===== src/rtl/adc_serial_link.sv =====
// Round-robin ADC sequencer: mux settle, SOC/EOC handshake with timeout,
// then the captured sample is sent as an async serial frame gated by dsr.
module adc_serial_link #(
    parameter int DATA_W      = 8,
    parameter int NUM_CH      = 8,
    parameter int CH_W        = 4,
    parameter int BAUD_DIV    = 104,
    parameter int PARITY_EN   = 0,
    parameter int PARITY_ODD  = 0,
    parameter int EOC_TIMEOUT = 1023
) (
    input  logic              clock,
    input  logic              reset,
    input  logic              run,
    input  logic              eoc,
    input  logic [DATA_W-1:0] data_in,
    input  logic              dsr,
    output logic              mux_en,
    output logic [CH_W-1:0]   canale,
    output logic              soc,
    output logic              load_dato,
    output logic              data_out,
    output logic              busy,
    output logic              frame_done,
    output logic              error
);

    localparam int FRAME_W = DATA_W + PARITY_EN + 2;
    localparam int TAIL_W  = FRAME_W - 1;
    localparam int BIT_W   = $clog2(FRAME_W);
    localparam int BAUD_W  = $clog2(BAUD_DIV);
    localparam int TMO_W   = $clog2(EOC_TIMEOUT + 1);

    typedef enum logic [2:0] {
        IDLE,
        MUX,
        CONV,
        LOAD,
        TX
    } state_t;

    state_t              r_state;
    logic [CH_W-1:0]     r_canale;
    logic [TMO_W-1:0]    r_tmo;
    logic [BAUD_W-1:0]   r_baud;
    logic [BIT_W-1:0]    r_bit;
    logic [TAIL_W-1:0]   r_shift;
    logic                r_mux_en;
    logic                r_soc;
    logic                r_load;
    logic                r_dout;
    logic                r_busy;
    logic                r_done;
    logic                r_error;

    logic                w_parity;
    logic [TAIL_W-1:0]   w_tail;
    logic [CH_W-1:0]     w_next_ch;

    // Everything after the start bit: data MSB first, optional parity, stop.
    always_comb begin
        w_parity = (^data_in) ^ (PARITY_ODD != 0);
        w_tail   = '1;
        w_tail[TAIL_W-1 -: DATA_W] = data_in;
        if (PARITY_EN != 0) begin
            w_tail[1] = w_parity;
        end
        w_next_ch = (r_canale == CH_W'(NUM_CH - 1)) ? '0 : r_canale + CH_W'(1);
    end

    always_ff @(posedge clock or posedge reset) begin
        if (reset) begin
            r_state  <= IDLE;
            r_canale <= '0;
            r_tmo    <= '0;
            r_baud   <= '0;
            r_bit    <= '0;
            r_shift  <= '1;
            r_mux_en <= 1'b0;
            r_soc    <= 1'b0;
            r_load   <= 1'b0;
            r_dout   <= 1'b1;
            r_busy   <= 1'b0;
            r_done   <= 1'b0;
            r_error  <= 1'b0;
        end else begin
            r_done <= 1'b0;
            case (r_state)
                IDLE: begin
                    r_tmo <= '0;
                    if (run) begin
                        r_state  <= MUX;
                        r_mux_en <= 1'b1;
                        r_busy   <= 1'b1;
                    end
                end
                MUX: begin
                    r_state <= CONV;
                    r_soc   <= 1'b1;
                end
                CONV: begin
                    if (eoc) begin
                        r_state  <= LOAD;
                        r_soc    <= 1'b0;
                        r_mux_en <= 1'b0;
                        r_load   <= 1'b1;
                    end else if (r_tmo == TMO_W'(EOC_TIMEOUT - 1)) begin
                        r_state  <= IDLE;
                        r_soc    <= 1'b0;
                        r_mux_en <= 1'b0;
                        r_busy   <= 1'b0;
                        r_error  <= 1'b1;
                        r_canale <= w_next_ch;
                    end else begin
                        r_tmo <= r_tmo + TMO_W'(1);
                    end
                end
                LOAD: begin
                    r_load <= 1'b0;
                    if (dsr) begin
                        r_state <= TX;
                        r_shift <= w_tail;
                        r_dout  <= 1'b0;
                        r_baud  <= '0;
                        r_bit   <= '0;
                    end else begin
                        r_state  <= IDLE;
                        r_busy   <= 1'b0;
                        r_error  <= 1'b1;
                        r_canale <= w_next_ch;
                    end
                end
                TX: begin
                    if (r_baud == BAUD_W'(BAUD_DIV - 1)) begin
                        r_baud <= '0;
                        // r_bit == TAIL_W means the bit just finished was the stop bit
                        if (r_bit == BIT_W'(TAIL_W)) begin
                            r_state  <= IDLE;
                            r_dout   <= 1'b1;
                            r_busy   <= 1'b0;
                            r_done   <= 1'b1;
                            r_error  <= 1'b0;
                            r_canale <= w_next_ch;
                        end else begin
                            r_dout  <= r_shift[TAIL_W-1];
                            r_shift <= {r_shift[TAIL_W-2:0], 1'b1};
                            r_bit   <= r_bit + BIT_W'(1);
                        end
                    end else begin
                        r_baud <= r_baud + BAUD_W'(1);
                    end
                end
                default: r_state <= IDLE;
            endcase
        end
    end

    assign mux_en     = r_mux_en;
    assign canale     = r_canale;
    assign soc        = r_soc;
    assign load_dato  = r_load;
    assign data_out   = r_dout;
    assign busy       = r_busy;
    assign frame_done = r_done;
    assign error      = r_error;

endmodule


===== config.mk =====
export PLATFORM = sky130hd
export DESIGN_NAME = adc_serial_link
export DESIGN_NICKNAME = d
export VERILOG_FILES = /design/src/rtl/adc_serial_link.sv
export SDC_FILE = /design/constraint.sdc
export NUM_CORES = 1
export LEC_CHECK = 0
export CORE_UTILIZATION = 50
export CTS_CLUSTER_DIAMETER = 150
export CTS_CLUSTER_SIZE = 24
export DETAILED_ROUTE_END_ITERATION = 8
export HOLD_SLACK_MARGIN = 0.1
export PLACE_DENSITY = 0.72
export SLEW_MARGIN = 10
export SYNTH_ARGS = -nofsm -noshare
export SYNTH_HDL_FRONTEND = slang
export SYNTH_SLANG_ARGS = --single-unit

===== constraint.sdc =====
create_clock -name clock -period 2.2 [get_ports clock]
set_input_delay 0.33 -clock clock [delete_from_list [all_inputs] [get_ports clock]]
set_output_delay 0.33 -clock clock [all_outputs]
set_load 0.01 [all_outputs]

==> flow_summary.yaml, run 1 <==
power_and_ir_drop:
  peakVddDrop_mv: 0.454
  p_per_area_nw_per_um2: 1150
  combPwrFrac_pct: 41.5
  switchingPower_mw: 1.15
  p_clk_share_pct: 16.2
  pwr-share-seq_pct: 42.3
  swShare_pct: 36.7
  power.internal_mw: 1.98
  cellLeakagePower_nw: 1.17
sta:
  rsz0062_at_grt: "no"
  hold_ws_ns: 0.482
  post-route-period-util_pct: 89.1
  finalSetupTns_ns: 0
  layout_min_cycle_time_ns: 1.96
  tightest_slew_ns: 0.537
  slew_headroom_pct: 64.2
  finalHoldViolations: 0
  drv_slew: 0
  clock_skew_ns: 0.0103
  fin_ws_ns: 0.239
  fmax_mhz: 510
  finalSetupViolCount: 0
yosys:
  ys_warn_count: 0
  ys_ff_latch: 43
  synth_fp_nets: 263
  synth_edf_count: 0
  ys_types: 50
  async_flop_share_pct: 100
  synth_area_per_cell_um2: 9.31
  synth_cells: 244
  yosysSeqAreaShare_pct: 47.9
  synthesis.area_um2: 2270
  ys.flop_type: "dfrtp_1"
job:
  cap_violations: 0
finish:
  final_cell_mix: "35 x nand2_1, 34 x dfrtp_1, 28 x nor2_1"
  num_antenna_cells: 0
  nets: 298
  regArea_um2: 1090
  final_common_cell: "nand2_1"
  fillers: 358
  area_growth_pct: 19.5
  drive_gt1_share_pct: 14.3
  multiInputGateArea_um2: 1120
cts:
  cts.htree.levels: 2
  numCtsBuffers: 5
  cts_tree: "built"
  cts.sinks: 43
  cts_setup_buffers: 0
  clk_pin_slew_ns: 0.08
  worst_skew_pair.late_latency_ns: 0.29
  hold_buffers: 0
  clockBufferDepth: 2
  cts_resized: 0
  root_buffer: "clkbuf_8"
die:
  initial_utilization_pct: 52.2
  coreArea_um2: 4350
  die_area_um2: 4820
  fp.dieW_um: 69.4
  io_pins: 24
  fp.dieH_um: 69.4
  rows: 24
global_route:
  track_usage_pct: 20.1
  grt_antenna_before_repair: 0
  grt_pass1_wl_mm: 7.86
  grt_pass1_vias: 1706
  grt-ovfl-total: 0
  grt_max_degree: 44
worst_setup_path:
  setup.worst_path.class: "reg -> reg"
  path_max_fanout: 16
  start_kind: "flop"
  arrival_ns: 2.17
  crit_required_ns: 2.41
  endpoint_kind: "flop"
routing:
  ant_nets: 0
  drc_errors: 0
  drt-vias-per-instance: 5.73
  drt_iter0_markers: 146
  routed_wl_mm: 4.49
  wl_per_cell_um: 13.5
  dr.pass1.iters: 5
  dr_total_vias: 1903
placed_design:
  port_buffers: 23
  place_hpwl_mm: 3.12
  gp_congestion: 0.809
  pre_cts_ws_ns: 0.104
run_status:
  status: "completed"
hold_path:
  holdCritPathClass: "in -> async"
==> cell usage after synthesis (all sizes together) (2+ instances only) <==
library cell  count  area (um^2)
or3               2         12.5
nor2             28          105
nand4b            2         17.5
o21ai            21          105
or4               2         18.8
nor3              4         20.0
inv               7         26.3
ha                6         75.1
dfrtp            34          851
nand4             3         18.8
nor3b             3         22.5
or3b              2         20.0
nor2b             4         25.0
nor4              2         27.5
xor2              3         26.3
nand2            36          143
a21o              2         15.0
dfstp             9          236
a31oi            10         75.1
a21oi            15         75.1
o41ai             2         17.5
and3              5         31.3
o31ai             3         22.5
mux2i             2         20.0
clkbuf            6         22.5
nand2b            2         12.5
nand3b            3         22.5
buf               2         22.5
nand3             8         40.0
a22o              2         17.5
==> power by group through the flow <==
stage | combinational [mW] | clock, mW | sequential (mW)
finish | 1.30 | 0.506 | 1.32
CTS | 1.31 | 0.526 | 1.32
global route | 1.46 | 0.557 | 1.38
global placement | 1.27 | 0 | 1.33
floorplan | 0.778 | 0 | 1.34
detailed placement | 1.30 | 0 | 1.34
==> flip-flops by register name, indices dropped and copies added, names as in the netlist <==
register / cells
r_shift: 8
r_baud: 7
data_out: 1
frame_done: 1
r_tmo: 10
busy: 1
mux_en: 1
error: 1
r_state: 3
soc: 1
load_dato: 1
r_bit: 4
canale: 4
==> metal layers <==
| metal | up-vias | share of wire, % | wire [um] | track usage (%) |
|---|---|---|---|---|
| met5 | - | 0 | 0 | 0 |
| met4 | 0 | 1.1 | 48 | 6.12 |
| met3 | 5 | 5.5 | 245 | 4.07 |
| met2 | 61 | 45 | 2020 | 30.6 |
| met1 | 886 | 48 | 2170 | 28.9 |
| li1 | 951 | - | - | - |
==> stage by stage <==
stage               power [mW]  instances  util, %  instance area [um^2]
floorplan                 2.12        244        -                  2270
detailed placement        2.64        324     60.2                  2620
CTS                       3.16        332     62.3                  2710
global route              3.40        332     62.4                  2720
finish                    3.13        332     62.4                  2720
global placement          2.60        324     60.2                  2620
==> worst paths after layout <==
kind                                        startpoint                     end  slack (ns)  cells after the start
worst max register to register  r_state[0]$_DFFE_PP0P_  r_shift[4]$_DFFE_PP1P_        0.24                      5
worst min register to register  r_shift[6]$_DFFE_PP1P_  r_shift[7]$_DFFE_PP1P_        0.48                      2
max in group asynchronous                        reset  r_shift[2]$_DFFE_PP1P_        1.33                      3
worst min-delay path                             reset   r_baud[3]$_DFFE_PP0P_        0.48                      3
min in group clock              r_shift[6]$_DFFE_PP1P_  r_shift[7]$_DFFE_PP1P_        0.48                      2
worst max-delay path            r_state[0]$_DFFE_PP0P_  r_shift[4]$_DFFE_PP1P_        0.24                      5
==> worst max-delay path: stages (launching register included) <==
cell	delay, ns
dfrtp_1	0.39
or3b_4	0.49
or4_4	0.61
nand2_4	0.19
nor2_1	0.06
a31oi_1	0.15
==> cells by family after synthesis <==
logic type      after synthesis  synth area share, %
flops                        43                 47.9
simple gates                109                 24.7
fa+ha+maj                     6                 3.30
buf+inv                      15                 3.14
compound gates               64                 18.1
mux                           3                 1.38
xor+xnor                      4                 1.54
==> area by class of cell <==
class | instances | share of cell area [%]
multi-input combinational | 186 | 41.2
tap | 52 | 2.40
clock buffer | 7 | 3.18
inverter | 7 | 0.967
timing repair buffer | 36 | 12.1
sequential | 43 | 40.0
clock inverter | 1 | 0.184
(Power assumes the default switching activity.)
==> run 2: changes to the inputs <==
--- a/config.mk
+++ b/config.mk
@@ -11,7 +11,6 @@
 export DETAILED_ROUTE_END_ITERATION = 8
 export HOLD_SLACK_MARGIN = 0.1
 export PLACE_DENSITY = 0.72
-export SLEW_MARGIN = 10
 export SYNTH_ARGS = -nofsm -noshare
 export SYNTH_HDL_FRONTEND = slang
 export SYNTH_SLANG_ARGS = --single-unit
==> results of run 2 <==
The final DEF is identical to that of run 1; final timing and power are the same.
==> run 3: changes to the inputs <==
--- a/config.mk
+++ b/config.mk
@@ -11,6 +11,7 @@
 export DETAILED_ROUTE_END_ITERATION = 8
 export HOLD_SLACK_MARGIN = 0.1
 export PLACE_DENSITY = 0.72
+export SLEW_MARGIN = 0
 export SYNTH_ARGS = -nofsm -noshare
 export SYNTH_HDL_FRONTEND = slang
 export SYNTH_SLANG_ARGS = --single-unit
==> results of run 3 <==
The final DEF is identical to that of run 1; final timing and power are the same.
